[config.mk]
export PLATFORM = sky130hd
export DESIGN_NAME = mem_port_arbiter
export DESIGN_NICKNAME = d
export VERILOG_FILES = /design/src/rtl/mem_port_arbiter.sv
export SDC_FILE = /design/constraint.sdc
export NUM_CORES = 1
export LEC_CHECK = 0
export CAP_MARGIN = 20
export CORE_MARGIN = 8
export CORE_UTILIZATION = 35
export CTS_BUF_LIST = sky130_fd_sc_hd__clkbuf_8
export DETAILED_ROUTE_END_ITERATION = 6
export PLACE_DENSITY = 0.79
export SYNTH_ARGS = -nofsm -noshare
export SYNTH_HDL_FRONTEND = slang
export SYNTH_SLANG_ARGS = --single-unit
[constraint.sdc]
create_clock -name clk -period 3.2 [get_ports clk]
set_input_delay 0.8 -clock clk [delete_from_list [all_inputs] [get_ports clk]]
set_output_delay 0.8 -clock clk [all_outputs]
set_load 0.01 [all_outputs]
[src/rtl/mem_port_arbiter.sv]
// mem_port_arbiter: shares one memory port between instruction fetch and
// data access. One transaction at a time. Data normally wins a collision,
// but a streak counter caps consecutive data grants so a waiting fetch
// is never starved.
module mem_port_arbiter #(
  parameter int MAX_D_STREAK = 4,
  parameter int STREAK_W     = 4
) (
  input  logic        clk,
  input  logic        rst,
  // instruction fetch port
  input  logic        i_read,
  input  logic [31:0] i_addr,
  output logic [31:0] i_rdata,
  output logic        i_resp,
  // data port
  input  logic        d_read,
  input  logic        d_write,
  input  logic [31:0] d_addr,
  input  logic [31:0] d_wdata,
  input  logic [3:0]  d_byte_enable,
  output logic [31:0] d_rdata,
  output logic        d_resp,
  // memory bus
  output logic        mem_read,
  output logic        mem_write,
  output logic [31:0] mem_addr,
  output logic [31:0] mem_wdata,
  output logic [3:0]  mem_byte_enable,
  input  logic [31:0] mem_rdata,
  input  logic        mem_resp,
  // debug / stall visibility
  output logic [1:0]  owner
);

  typedef enum logic [1:0] {
    IDLE    = 2'b00,
    SERVE_I = 2'b01,
    SERVE_D = 2'b10
  } state_t;

  localparam logic [STREAK_W-1:0] MAX_STREAK = STREAK_W'(MAX_D_STREAK);

  state_t              state_reg;
  logic [STREAK_W-1:0] streak_reg;
  logic                mem_read_reg;
  logic                mem_write_reg;
  logic [31:0]         mem_addr_reg;
  logic [31:0]         mem_wdata_reg;
  logic [3:0]          mem_byte_enable_reg;

  logic d_req;
  logic grant_d;
  logic grant_i;

  // The bus is word addressed; the low address bits are intentionally dropped.
  logic unused_addr_bits;
  assign unused_addr_bits = ^{i_addr[1:0], d_addr[1:0]};

  // Arbitration decision, only acted upon in IDLE.
  always_comb begin
    d_req   = d_read | d_write;
    grant_d = d_req && (!i_read || (streak_reg < MAX_STREAK));
    grant_i = i_read && !grant_d;
  end

  // Transaction FSM: captures the winning request into the bus registers
  // and holds them until the memory completes.
  always_ff @(posedge clk or posedge rst) begin
    if (rst) begin
      state_reg           <= IDLE;
      streak_reg          <= '0;
      mem_read_reg        <= 1'b0;
      mem_write_reg       <= 1'b0;
      mem_addr_reg        <= '0;
      mem_wdata_reg       <= '0;
      mem_byte_enable_reg <= '0;
    end else begin
      case (state_reg)
        IDLE: begin
          if (grant_d) begin
            state_reg           <= SERVE_D;
            // A store wins if both strobes are (illegally) raised together.
            mem_write_reg       <= d_write;
            mem_read_reg        <= ~d_write;
            mem_addr_reg        <= {d_addr[31:2], 2'b00};
            mem_wdata_reg       <= d_wdata;
            mem_byte_enable_reg <= d_byte_enable;
            if (!i_read) begin
              streak_reg <= '0;
            end else if (streak_reg != MAX_STREAK) begin
              streak_reg <= streak_reg + STREAK_W'(1);
            end
          end else if (grant_i) begin
            state_reg           <= SERVE_I;
            mem_read_reg        <= 1'b1;
            mem_write_reg       <= 1'b0;
            mem_addr_reg        <= {i_addr[31:2], 2'b00};
            mem_wdata_reg       <= '0;
            mem_byte_enable_reg <= 4'b1111;
            streak_reg          <= '0;
          end
        end
        SERVE_I, SERVE_D: begin
          if (mem_resp) begin
            state_reg     <= IDLE;
            mem_read_reg  <= 1'b0;
            mem_write_reg <= 1'b0;
          end
        end
        default: begin
          state_reg     <= IDLE;
          mem_read_reg  <= 1'b0;
          mem_write_reg <= 1'b0;
        end
      endcase
    end
  end

  // Completion is routed only to the current owner; a stray mem_resp in IDLE
  // produces nothing.
  always_comb begin
    i_resp  = (state_reg == SERVE_I) && mem_resp;
    d_resp  = (state_reg == SERVE_D) && mem_resp;
    i_rdata = mem_rdata;
    d_rdata = mem_rdata;
  end

  assign mem_read        = mem_read_reg;
  assign mem_write       = mem_write_reg;
  assign mem_addr        = mem_addr_reg;
  assign mem_wdata       = mem_wdata_reg;
  assign mem_byte_enable = mem_byte_enable_reg;
  assign owner           = state_reg;

endmodule

-- After elaboration in Yosys (flattened, before gate mapping)
Cells that the tools add are included.
- $add $sub $neg: 1
- multipliers: 0
- divide/modulo/power cells: 0
- order comparisons: 1
- equal/unequal tests: 6
- shift-type cells: 0
- multiplexer cells: 21
- bitwise logic cells: 2
- reductions and logical operators: 13
- operator list (operator ; number):
    $mux 32 ; 4
    $mux 4 ; 6
    $mux 2 ; 3
    $mux 1 ; 5
    $add 4x1->4 const B ; 1
    $logic_and 1x1->1 ; 4
    $lt 4x3->1 const B ; 1
    $ne 4x3->1 const B ; 1
    $pmux 1 s2 ; 2
    $pmux 2 s2 ; 1
    $reduce_and 2->1 ; 2
    $ne 3x2->1 const B ; 1
    $ne 3x3->1 const B ; 1
    $reduce_and 3->1 ; 1
    $eq 2x1->1 const B ; 1
    $eq 2x2->1 const B ; 1
    $logic_not 1->1 ; 2
    $logic_not 2->1 ; 1
    $ne 2x2->1 const B ; 1
    $reduce_bool 2->1 ; 1
    $reduce_or 2->1 ; 1
    $logic_or 1x1->1 ; 1
    $not 1->1 ; 1
    $or 1x1->1 ; 1
- bits in registers: 76
- latch bits: 0
- bits in writable memories: 0
- ROM bits: 0
- input port bits: 138
- logic and storage cells: 51
- memories: 0

-- Logic depth before layout (Yosys ltp)
Gate-level depths: netlist (run 1).
- depth in word-level cells: 8
- mapped depth: 7
- gate-level depth less buffers: 5

-- Worst setup path after synthesis (run 1)
OpenSTA, ideal clock, no wires.
- path type: input to register
- start: input port i_read
- end: register state_reg[1], in the netlist owner[1]
- setup time: 122 ps
- data arrival time: 1667 ps
- data required time: 3078 ps
- setup slack: 1411 ps
- stages: 5
- path through: buf_2 o31ai_4 buf_4 nor2_1 a32o_1
- longest elaborated chain between the ends: 7
- RTL lines (element ; line ; text):
    start, declared ; 12 ; input logic i_read,
    $logic_not 1->1 ; -- ;
    $logic_or 1x1->1 ; 63 ; grant_d = d_req && (!i_read || (streak_reg < MAX_STREAK));
    $logic_and 1x1->1 ; 63 ;
    $logic_not 1->1 ; 64 ; grant_i = i_read && !grant_d;
    $logic_and 1x1->1 ; 64 ;
    $ne 3x3->1 (no source line) ; -- ;
    $reduce_and 2->1 (no source line) ; -- ;
    end signal, assigned ; 71 ; state_reg <= IDLE;
    end signal, assigned ; 82 ; state_reg <= SERVE_D;
    end signal, assigned ; 95 ; state_reg <= SERVE_I;
    end, declared ; 44 ; state_t state_reg;
Several ways; a longest one is shown, not always the timed one.
A chain may end at the register's enable or synchronous reset.

-- Final worst setup path (run 1)
- start: input port mem_resp
- end: output port i_resp
- longest elaborated chain between the ends: 1
- RTL lines (element ; line ; text):
    start, declared ; 31 ; input logic mem_resp,
    $logic_and 1x1->1 ; 123 ; i_resp = (state_reg == SERVE_I) && mem_resp;
    end, declared ; 15 ; output logic i_resp,
No other way between the ends.

==> reports/metrics.yaml, run 1 <==
pwr:
  p_leak_nw: 2.17
  p_per_area_nw_per_um2: 902
  p_sw_frac: 0.348
  pwr-share-seq: 0.344
  peakVddDrop_v: 0.000366
  internal_power_w: 0.00311
  p_comb_frac: 0.502
  p_clk_frac: 0.154
  p_switching_w: 0.00166
sta:
  max_slew_margin: 0.415
  max_freq_mhz: 362
  tns_ns: 0
  rsz0062_at_grt: "false"
  setup_ws_ns: 0.435
  tightest_slew_ns: 0.878
  fin_crit_sh: 0.864
  skew_ns: 0.00489
  period_minus_slack_ns: 2.77
  hold_viol_final: 0
  drv_slew: 0
  final-setup-viol-count: 0
  holdWs_ns: 0.507
synth:
  synth_top_family_by_area: "compound AO/OA/AOI/OAI gates"
  netlist_instances: 366
  synth_edf_count: 0
  synthAdderAreaFrac: 0.0169
  yosysWarnings: 0
  muxShareOfSynthArea: 0
  yosysTopAreaCell: "dfrtp_1"
  synth_compound_area_frac: 0.248
  yosys_most_used_dff: "dfrtp_1"
  syn-mean-instance-area_um2: 10.1
  yosysSeqAreaShare: 0.500
  yosysTopAreaCellShare: 0.500
  synth_area_um2: 3710
  synthArstFlopShare: 1.00
  synthTopCellsByArea: "dfrtp_1 (50%), buf_4 (14%), a22o_1 (8.0%), a31oi_1 (5.1%), o21ai_0 (4.3%)"
  synth_seq_cells: 74
  synth-xor-area-share: 0
  yosys.area_share.simple: 0.0540
  yosysUniqueCellTypes: 29
cts:
  cts_root_buffer: "clkbuf_8"
  cts_tree: "yes"
  hold_buffers: 0
  htree_levels: 3
  cts_resized: 0
  cts_made_buffers: 9
  numClockSinks: 74
  clock_latency_ns: 0.34
  clockBufferDepth: 2
  post-cts-setup-buffers: 0
  path_clk_slew_ns: 0.07
final_layout:
  drive_gt1_frac: 0.0677
  diodes: 0
  nFillCells: 886
  areaGrowthSynthToFinish_pct: 42.7
  largest_reg_flops: 32
  nets: 612
worst_setup_path:
  critPathTopFamily: "buffers and inverters"
  cp_num_buf_inv: 2
  worstSetupEndpointType: "output port"
  required_ns: 2.40
  cp_common_cell: "clkdlybuf4s50_1"
  crit_fanout: 3
  crit_chain: "clkdlybuf4s50_1, and2_1, clkdlybuf4s50_1"
  worst-setup-path-type: "primary input to output port"
  arrival_ns: 1.97
  worstSetupStartpointType: "primary input"
  cpPeakStageDelay_ns: 0.55
  cpMaxStageDelayCell: "clkdlybuf4s50_1"
grt:
  globalRouteOverflowTotal: 0
  antenna_found_initial: 0
  grt_pass1_wl_um: 18300
  grt_max_degree: 36
  grt_pass1_vias: 3464
  track_usage: 0.160
drt:
  wire_per_inst_um: 19.1
  ant_nets: 0
  routed_wl_um: 11700
  vias_per_cell: 5.24
  via_count: 3191
  drtPass1Iterations: 5
  drc: 0
  drt_iter0_drc: 182
placement:
  dp.final_hpwl_um: 8720
  portBuffers: 173
  gp_congestion: 0.791
  dp_slack_ns: 0.383
floorplanning:
  start_util: 0.359
  die_w_um: 119
  core_um2: 10300
  core.rowCount: 37
  die_height_um: 119
  dieArea_um2: 14100
  io_pins: 276
hold_path:
  hp-class: "flip-flop to flip-flop"
flow_run:
  max_cap_violations: 0
run_status:
  run_status: "completed"
-- layout by cell type (no fill, tap or decap) --
cell type,synthesis,layout
a22o_1,34,34
o21a_1,1,1
o31ai_4,1,1
bufinv_16,0,1
nand2_1,6,6
or2_2,1,1
dfrtp_1,74,74
a21o_1,1,1
nand4_1,2,2
o21ai_0,32,32
o22a_1,4,4
a32o_1,2,2
conb_1,1,2
clkdlybuf4s50_1,0,173
a31oi_1,30,30
inv_2,0,1
buf_8,0,1
o21ai_1,1,1
inv_1,5,5
buf_4,68,10
o21ai_2,1,1
o41ai_1,1,1
a21oi_1,30,30
and2_1,3,3
nor2_1,33,31
nand3_1,1,1
clkinv_2,0,1
buf_16,0,1
nor2_2,0,2
nor2b_1,1,1
clkbuf_8,0,12
o31a_1,1,1
ha_1,5,5
nor3_1,1,1
-- per-stage QoR --
step | instances | total power [W] | area, um2 | util
floorplan | 367 | 0.00283 | 3710 | -
global placement | 592 | 0.00395 | 5040 | 0.488
detailed placement | 593 | 0.00407 | 5070 | 0.491
CTS | 608 | 0.00484 | 5270 | 0.511
global route | 609 | 0.00510 | 5290 | 0.512
finish | 609 | 0.00477 | 5290 | 0.512
-- worst register-to-register path, cell delays in order, from the launching register on --
cell     delay [ns]
dfrtp_1        0.42
inv_1          0.10
ha_1           0.31
o21ai_1        0.15
nor2_2         0.49
buf_16         0.23
a22o_1         0.15
-- worst paths after layout --
kind / start / endpoint / slack, ns / cells after the start
setup / recovery: mem_resp / i_resp / 0.43 / 3
hold / removal: mem_wdata[5] / mem_wdata[5] / 0.51 / 1
setup reg to reg: owner[0] / mem_wdata[8] / 1.29 / 6
hold reg to reg: mem_wdata[5] / mem_wdata[5] / 0.51 / 1
max in group asynchronous: rst / mem_wdata[3] / 1.55 / 3
min in group asynchronous: rst / mem_wdata[30] / 0.85 / 2
-- kinds of logic after synthesis --
| group | after synthesis |
|---|---|
| AO/OA/AOI/OAI | 139 |
| buffers and inverters | 99 |
| AND/OR/NAND/NOR | 48 |
| other | 1 |
| flip-flops | 74 |
| adder cells (fa/ha/maj) | 5 |
-- cell usage after synthesis (2+ instances only) --
master / instances
buf_6: 3
o21ai_0: 32
clkbuf_1: 7
ha_1: 5
a22o_1: 34
and2_1: 3
nand4_1: 2
nand2_1: 6
nor2_1: 33
o22a_1: 4
a31oi_1: 30
buf_2: 16
a21oi_1: 30
a32o_1: 2
dfrtp_1: 74
inv_1: 5
buf_4: 68
-- layer usage --
metal | share of wire | vias to the layer above | GRT usage
li1 | - | 1432 | -
met4 | 0.014 | 0 | 0.0664
met1 | 0.39 | 1529 | 0.172
met2 | 0.48 | 213 | 0.266
met3 | 0.12 | 17 | 0.0784
met5 | 0 | - | 0
-- layout make-up --
cell class	count	area, um2	share of cell area
clock buffers	12	165	0.0312
flip-flops and latches	74	1850	0.350
repair buffers	185	1850	0.350
well taps	136	170	0.0322
inverters	5	18.8	0.00355
clock inverters	3	38.8	0.00734
multi-input cells	194	1190	0.226
-- power groups by stage --
stage	registers, W	logic [W]	clock network [W]
after floorplan	0.00183	0.00101	0
after global placement	0.00163	0.00232	0
after detailed placement	0.00165	0.00242	0
after CTS	0.00164	0.00243	0.000763
after global routing	0.00170	0.00259	0.000812
final	0.00164	0.00239	0.000735
Power figures use the tool's default switching activity.
==> inputs of run 2 (changes only) <==
CTS_CLUSTER_SIZE = 12   (was default)
==> results of run 2 <==
No change in the layout: final DEF, timing and power equal those of run 1.
==> inputs of run 3 (changes only) <==
CTS_CLUSTER_DIAMETER = 200   (was default)
HOLD_SLACK_MARGIN = 0.02   (was default)
SKIP_LAST_GASP = 1   (was default)
==> results of run 3 <==
No change in the layout: final DEF, timing and power equal those of run 1.
